==> config.mk <==
export PLATFORM = sky130hd
export DESIGN_NAME = muldiv_ctrl
export DESIGN_NICKNAME = d
export VERILOG_FILES = /design/src/rtl/muldiv_pkg.sv /design/src/rtl/muldiv_hilo.sv /design/src/rtl/muldiv_ctrl.sv
export SDC_FILE = /design/constraint.sdc
export NUM_CORES = 1
export LEC_CHECK = 0
export CAP_MARGIN = 10
export CORE_ASPECT_RATIO = 1.75
export CORE_UTILIZATION = 30
export CTS_CLUSTER_DIAMETER = 80
export DETAILED_ROUTE_END_ITERATION = 10
export PLACE_DENSITY = 0.6
export SETUP_SLACK_MARGIN = 0.3
export SLEW_MARGIN = 20
export SYNTH_ARGS = -nofsm -noshare
export SYNTH_HDL_FRONTEND = slang
export SYNTH_SLANG_ARGS = --single-unit
==> constraint.sdc <==
create_clock -name clk -period 11.3 [get_ports clk]
set_input_delay 1.695 -clock clk [delete_from_list [all_inputs] [get_ports clk]]
set_output_delay 1.695 -clock clk [all_outputs]
set_load 0.005 [all_outputs]
==> src/rtl/muldiv_pkg.sv <==
// Shared op/state encodings and op classification helpers for the mul/div sequencer.
package muldiv_pkg;

  typedef enum logic [3:0] {
    NOP = 4'd0, MULT, MULTU, MUL, MADD, MADDU, MSUB, MSUBU, DIV, DIVU, MTHI, MTLO
  } md_op_t;

  typedef enum logic [2:0] {IDLE, MUL_WAIT, ACC, DIV_WAIT, DONE} md_state_t;

  function automatic logic is_signed(input md_op_t op);
    return op inside {MULT, MUL, MADD, MSUB, DIV};
  endfunction

  function automatic logic is_acc(input md_op_t op);
    return op inside {MADD, MADDU, MSUB, MSUBU};
  endfunction

  function automatic logic is_sub(input md_op_t op);
    return op inside {MSUB, MSUBU};
  endfunction

  function automatic logic is_mul(input md_op_t op);
    return op inside {MULT, MULTU, MUL, MADD, MADDU, MSUB, MSUBU};
  endfunction

  function automatic logic is_div(input md_op_t op);
    return op inside {DIV, DIVU};
  endfunction

  function automatic logic writes_hilo(input md_op_t op);
    return !(op inside {NOP, MUL});
  endfunction

endpackage

==> src/rtl/muldiv_hilo.sv <==
// Architectural HI/LO registers plus the 64-bit madd/msub accumulate adder.
module muldiv_hilo (
  input  logic        clk,
  input  logic        reset,
  input  logic        we_hi,
  input  logic        we_lo,
  input  logic [31:0] d_hi,
  input  logic [31:0] d_lo,
  input  logic [63:0] acc_p,
  input  logic        acc_sub,
  output logic [31:0] hi_q,
  output logic [31:0] lo_q,
  output logic [63:0] acc_res
);

  assign acc_res = acc_sub ? ({hi_q, lo_q} - acc_p) : ({hi_q, lo_q} + acc_p);

  always_ff @(posedge clk) begin
    if (reset) begin
      hi_q <= '0;
      lo_q <= '0;
    end else begin
      if (we_hi) hi_q <= d_hi;
      if (we_lo) lo_q <= d_lo;
    end
  end

endmodule

==> src/rtl/muldiv_ctrl.sv <==
// EX-stage mul/div sequencer: drives the external multiplier/divider and owns HI/LO.
// Optional MULDIV_DIVZERO_FAST_EN: divide by zero bypasses the divider (HI=src1, LO=all ones).
module muldiv_ctrl
  import muldiv_pkg::*;
#(
  parameter int MUL_LAT = 3,
  parameter int DIV_TMO = 40
) (
  input  logic        clk,
  input  logic        reset,
  input  logic        req_valid,
  input  logic [3:0]  req_op,
  input  logic [31:0] req_src1,
  input  logic [31:0] req_src2,
  input  logic        flush,
  output logic        ex_stall,
  output logic        resp_valid,
  output logic [31:0] resp_gpr,
  output logic [31:0] hi_q,
  output logic [31:0] lo_q,
  output logic [31:0] mul_a,
  output logic [31:0] mul_b,
  input  logic [63:0] mul_p,
  output logic        div_start,
  output logic        div_abort,
  output logic [31:0] div_dvd,
  output logic [31:0] div_dvs,
  input  logic        div_done,
  input  logic [31:0] div_quo,
  input  logic [31:0] div_rem
);

  localparam int CW = $clog2((MUL_LAT > DIV_TMO ? MUL_LAT : DIV_TMO) + 1);

  md_state_t     state, state_n;
  md_op_t        op, op_q;
  logic [CW-1:0] cnt;
  logic          neg, qneg, rneg, fast_q, dz_fast, sgn;
  logic [31:0]   mag1, mag2;
  logic [63:0]   res_q, acc_res;
  logic          we_hi, we_lo, start_n, abort_n;
  logic [31:0]   d_hi, d_lo;

  assign op   = md_op_t'(req_op);
  assign sgn  = is_signed(op);
  assign mag1 = (sgn && req_src1[31]) ? -req_src1 : req_src1;
  assign mag2 = (sgn && req_src2[31]) ? -req_src2 : req_src2;

`ifdef MULDIV_DIVZERO_FAST_EN
  assign dz_fast = (req_src2 == 32'd0);
`else
  assign dz_fast = 1'b0;
`endif

  assign resp_valid = (state == DONE) && !flush;
  assign resp_gpr   = (state == DONE && op_q == MUL) ? res_q[31:0] : '0;
  assign ex_stall   = req_valid && !resp_valid;

  always_comb begin
    state_n = state;
    start_n = 1'b0;
    abort_n = 1'b0;
    we_hi   = 1'b0;
    we_lo   = 1'b0;
    d_hi    = req_src1;
    d_lo    = req_src1;
    case (state)
      IDLE: if (req_valid) begin
        if (op == MTHI) begin
          we_hi   = 1'b1;
          state_n = DONE;
        end else if (op == MTLO) begin
          we_lo   = 1'b1;
          state_n = DONE;
        end else if (is_mul(op)) begin
          state_n = MUL_WAIT;
        end else if (is_div(op)) begin
          start_n = !dz_fast;
          state_n = DIV_WAIT;
        end
      end
      MUL_WAIT: if (cnt == '0) state_n = is_acc(op_q) ? ACC : DONE;
      ACC:      state_n = DONE;
      DIV_WAIT: begin
        if (fast_q || div_done) begin
          state_n = DONE;
        end else if (cnt == CW'(DIV_TMO - 1)) begin
          abort_n = 1'b1;
          state_n = IDLE;
        end
      end
      DONE: begin
        state_n = IDLE;
        // MTHI/MTLO already wrote in IDLE; MUL only returns a GPR value.
        if ((is_mul(op_q) || is_div(op_q)) && writes_hilo(op_q)) begin
          we_hi = 1'b1;
          we_lo = 1'b1;
          d_hi  = res_q[63:32];
          d_lo  = res_q[31:0];
        end
      end
      default: state_n = IDLE;
    endcase
    if (flush) begin
      state_n = IDLE;
      we_hi   = 1'b0;
      we_lo   = 1'b0;
      start_n = 1'b0;
      abort_n = (state == DIV_WAIT) && !fast_q;
    end
  end

  always_ff @(posedge clk) begin
    if (reset) state <= IDLE;
    else       state <= state_n;
  end

  always_ff @(posedge clk) begin
    if (reset) begin
      op_q      <= NOP;
      cnt       <= '0;
      neg       <= 1'b0;
      qneg      <= 1'b0;
      rneg      <= 1'b0;
      fast_q    <= 1'b0;
      res_q     <= '0;
      mul_a     <= '0;
      mul_b     <= '0;
      div_dvd   <= '0;
      div_dvs   <= '0;
      div_start <= 1'b0;
      div_abort <= 1'b0;
    end else begin
      div_start <= start_n;
      div_abort <= abort_n;
      case (state)
        IDLE: if (req_valid) begin
          op_q   <= op;
          neg    <= sgn && (req_src1[31] ^ req_src2[31]);
          qneg   <= sgn && (req_src1[31] ^ req_src2[31]);
          rneg   <= sgn && req_src1[31];
          fast_q <= dz_fast;
          if (is_mul(op)) begin
            mul_a <= mag1;
            mul_b <= mag2;
            cnt   <= CW'(MUL_LAT);
          end
          if (is_div(op)) begin
            div_dvd <= mag1;
            div_dvs <= mag2;
            cnt     <= '0;
            if (dz_fast) res_q <= {req_src1, 32'hFFFF_FFFF};
          end
        end
        MUL_WAIT: begin
          if (cnt == '0) res_q <= neg ? -mul_p : mul_p;
          else           cnt   <= cnt - CW'(1);
        end
        ACC: res_q <= acc_res;
        DIV_WAIT: if (!fast_q) begin
          // Watchdog counts cycles spent waiting on the divider.
          cnt <= cnt + CW'(1);
          if (div_done) res_q <= {rneg ? -div_rem : div_rem, qneg ? -div_quo : div_quo};
        end
        default: ;
      endcase
    end
  end

  muldiv_hilo u_hilo (
    .clk     (clk),
    .reset   (reset),
    .we_hi   (we_hi),
    .we_lo   (we_lo),
    .d_hi    (d_hi),
    .d_lo    (d_lo),
    .acc_p   (res_q),
    .acc_sub (is_sub(op_q)),
    .hi_q    (hi_q),
    .lo_q    (lo_q),
    .acc_res (acc_res)
  );

endmodule

==> summary.txt <==
Timing
  • Tcrit/Tclk final: 52.9%
  • Final setup skew: 0.0217 ns
  • Final Hold Fails: 0
  • Slew Viols, Final: 0
  • Fin Setup TNS: 0 ns
  • Hold slack final: 0.454 ns
  • Achievable Freq: 167 MHz
  • Worst slew pin tran: 1.10 ns
  • Final Setup Violations: 0
  • Worst relative slew slack: 26.6%
  • Fin crit period: 5.98 ns
  • RSZ-0062 raised after global routing: false

Detailed routing
  • Drt pass-1 iters: 5
  • DR vias: 22400
  • Drt initial violations: 1260
  • WL/cell: 26.0 um
  • DRC: 0
  • DRT Wirelength: 103 mm
  • Final ANT Viol Nets: 0
  • Vias per cell: 5.67

GRT
  • Largest net degree at the start of global routing: 199
  • First-pass GRT wire length: 147 mm
  • Initial antenna violation count: 6
  • Vias in the first global route: 22700
  • GRT Total Usage: 29.0%
  • Total grt overflow: 0

Final layout
  • Area occupied by multi-input gates: 0.0142 mm^2
  • Filler Cells Inserted: 7054
  • Area Growth Syn to Fin: 29.2%
  • Most frequent cells in the layout: clkdlybuf4s50_1, nor2_1, dfxtp_1
  • Final nets: 3303
  • Most common cell after layout, fill and taps aside: clkdlybuf4s50_1
  • Share of cells above drive strength 1: 3.61%
  • Register Area: 0.00547 mm^2

Synthesis
  • Yosys top cell by area: dfxtp_1
  • Avg Cell Area, Syn: 7.52 um^2
  • #FFs+latches synth: 273
  • Yosys warning count: 0
  • Syn_nets: 3007
  • Synth Cell Area: 0.0205 mm^2
  • Synth area leaders: dfxtp_1, a211oi_1, xor2_1, nor2_1, a21oi_1
  • Synth cell types: 82
  • Ys flop type: dfxtp_1
  • Sequential-to-total area share from yosys stat: 26.6%
  • Post-synth ARST share: 0%
  • Synth top area share: 26.6%
  • Cells after Synth: 2731
  • EDFF count, synth: 0

Clock tree
  • Clk pin slew, worst setup/hold paths: 0.07 ns
  • CTS tree: done
  • Clock Sinks: 273
  • CTS root buffer: clkbuf_16
  • CTS Hold Buffers Added: 0
  • CTS buffer count: 30
  • Clk_lat worst skew: 0.62 ns
  • Setup repair bufs after CTS: 0
  • Longest Clk Path Bufs: 3
  • Htree depth: 1
  • Post-cts resize count: 0

Setup path
  • Worst Setup Path Type: flop to flop
  • Worst endpoint data arrival time: 6.44 ns
  • WP data required: 11.76 ns
  • Crit Path Max Fanout: 7
  • Worst Setup Start Kind: flop
  • Worst Setup End Kind: flop

Floorplan
  • I/O pin total: 429
  • Row cnt: 126
  • Die area: 0.0695 mm^2
  • Starting Density: 30.4%
  • Chip width: 200 um
  • Core box area: 0.0676 mm^2
  • Die Ht: 348 um

Placed design
  • Detail Placement HPWL: 81.3 mm
  • IO Port Bufs: 428
  • GP Congestion: 1.04

Power and ir drop
  • Maximum vdd drop: 0.000119 V
  • Power per cell area: 121 mW/mm^2
  • Pleak: 9.15 nW

Hold path
  • HP Class: flop to flop

Flow run
  • Max_cap viols: 0

Run status
  • Outcome: finished, final reports clean
==> final cells by class <==
cell class	count	area share [%]
clock inverter	10	0.618
clock buffer	45	3.34
inverter	49	0.693
tap	896	4.23
timing repair buffer	448	16.8
antenna	6	0.0566
multi-input combinational	2225	53.7
sequential	273	20.6
==> final timing paths <==
path / startpoint / endpoint / slack (ns) / cells after the start
max: res_q[0] / res_q[60] / 5.32 / 18
min: mul_b[0] / mul_b[0] / 0.45 / 2
max reg2reg: res_q[0] / res_q[60] / 5.32 / 18
min reg2reg: mul_b[0] / mul_b[0] / 0.45 / 2
==> metal layers <==
metal  part of all wire [%]  track usage (%)  vias up
met5                  0.013                0        -
met4                    9.1             23.1        2
met3                    6.2             7.01      329
met2                     54             55.3      785
met1                     31             25.1    10600
li1                       -                -    10700
==> sequential cells by signal, summed over array words and instances (netlist names) <==
register and cells:
rneg 1, div_dvs 32, u_hilo.lo_q 32, state 3
div_start 1, div_abort 1, res_q 64, div_dvd 32
qneg 1, cnt 6, u_hilo.hi_q 32, mul_b 32
mul_a 32, op_q 4
==> logic make-up after synthesis <==
kind of cell | count (synthesis) | share of synthesized area, %
compound gates | 921 | 29.6
xor+xnor | 284 | 12.1
simple gates | 929 | 21.9
buf+inv | 233 | 4.32
fa+ha+maj | 75 | 4.64
mux | 16 | 0.792
flops | 273 | 26.6
==> through the flow <==
stage / cell area, um^2 / setup slack [ns] / std cells / power (mW) / utilization (%)
after global placement: 25500 / 5.48 / 3891 / 2.15 / 37.6
final: 26500 / 5.32 / 3952 / 3.22 / 39.2
after global routing: 26500 / 4.98 / 3950 / 3.36 / 39.2
after detailed placement: 25500 / 5.49 / 3891 / 2.15 / 37.6
after CTS: 26500 / 5.47 / 3946 / 3.23 / 39.2
after floorplan: 20500 / 6.43 / 2731 / 1.72 / -
==> worst max-delay path: stages (launching register included) <==
cell	delay, ns
dfxtp_1	0.35
inv_1	0.10
ha_1	0.18
or4b_2	0.61
nor3_1	0.62
nand2_1	0.15
or2_2	0.37
o21ai_0	0.20
xor2_1	0.10
ha_1	0.42
nand4_1	0.27
or4_1	0.60
a211oi_1	0.25
nor3_1	0.15
o311a_1	0.43
o311ai_1	0.55
a41oi_1	0.23
xor2_1	0.16
o22ai_1	0.09
==> report_power, final <==
part	leakage [nW]	internal, mW	total, mW	switching [mW]
logic	6.42	0.422	1.06	0.642
clock network	0.510	0.613	1.07	0.455
registers	2.22	1.01	1.08	0.0726
==> Yosys cell counts (4+ instances only) <==
cell type,count
nor4_1,26
o21a_1,11
o211ai_1,11
o41ai_1,30
xnor2_1,122
and3_1,9
o22ai_1,27
o32ai_1,5
nand2_1,159
nand2b_1,19
or2_2,12
ha_1,73
nand3_1,33
and2_1,42
nor3_1,82
dfxtp_1,273
a22oi_1,4
a211oi_1,216
o21ai_0,143
o221ai_1,28
nor2_1,364
inv_1,48
a31oi_1,20
a221oi_1,12
o21bai_1,17
a311oi_1,4
a21o_1,40
or4_1,30
nand4b_1,4
nand3b_1,13
a21boi_0,13
mux2i_1,14
or3_1,42
buf_2,4
nor3b_1,8
xor2_1,162
o31a_1,8
clkbuf_1,158
o31ai_1,53
buf_1,21
nor2b_1,43
nand4_1,25
a21oi_1,248
nor4b_1,4
No activity file was read; power rests on OpenSTA's default activity.
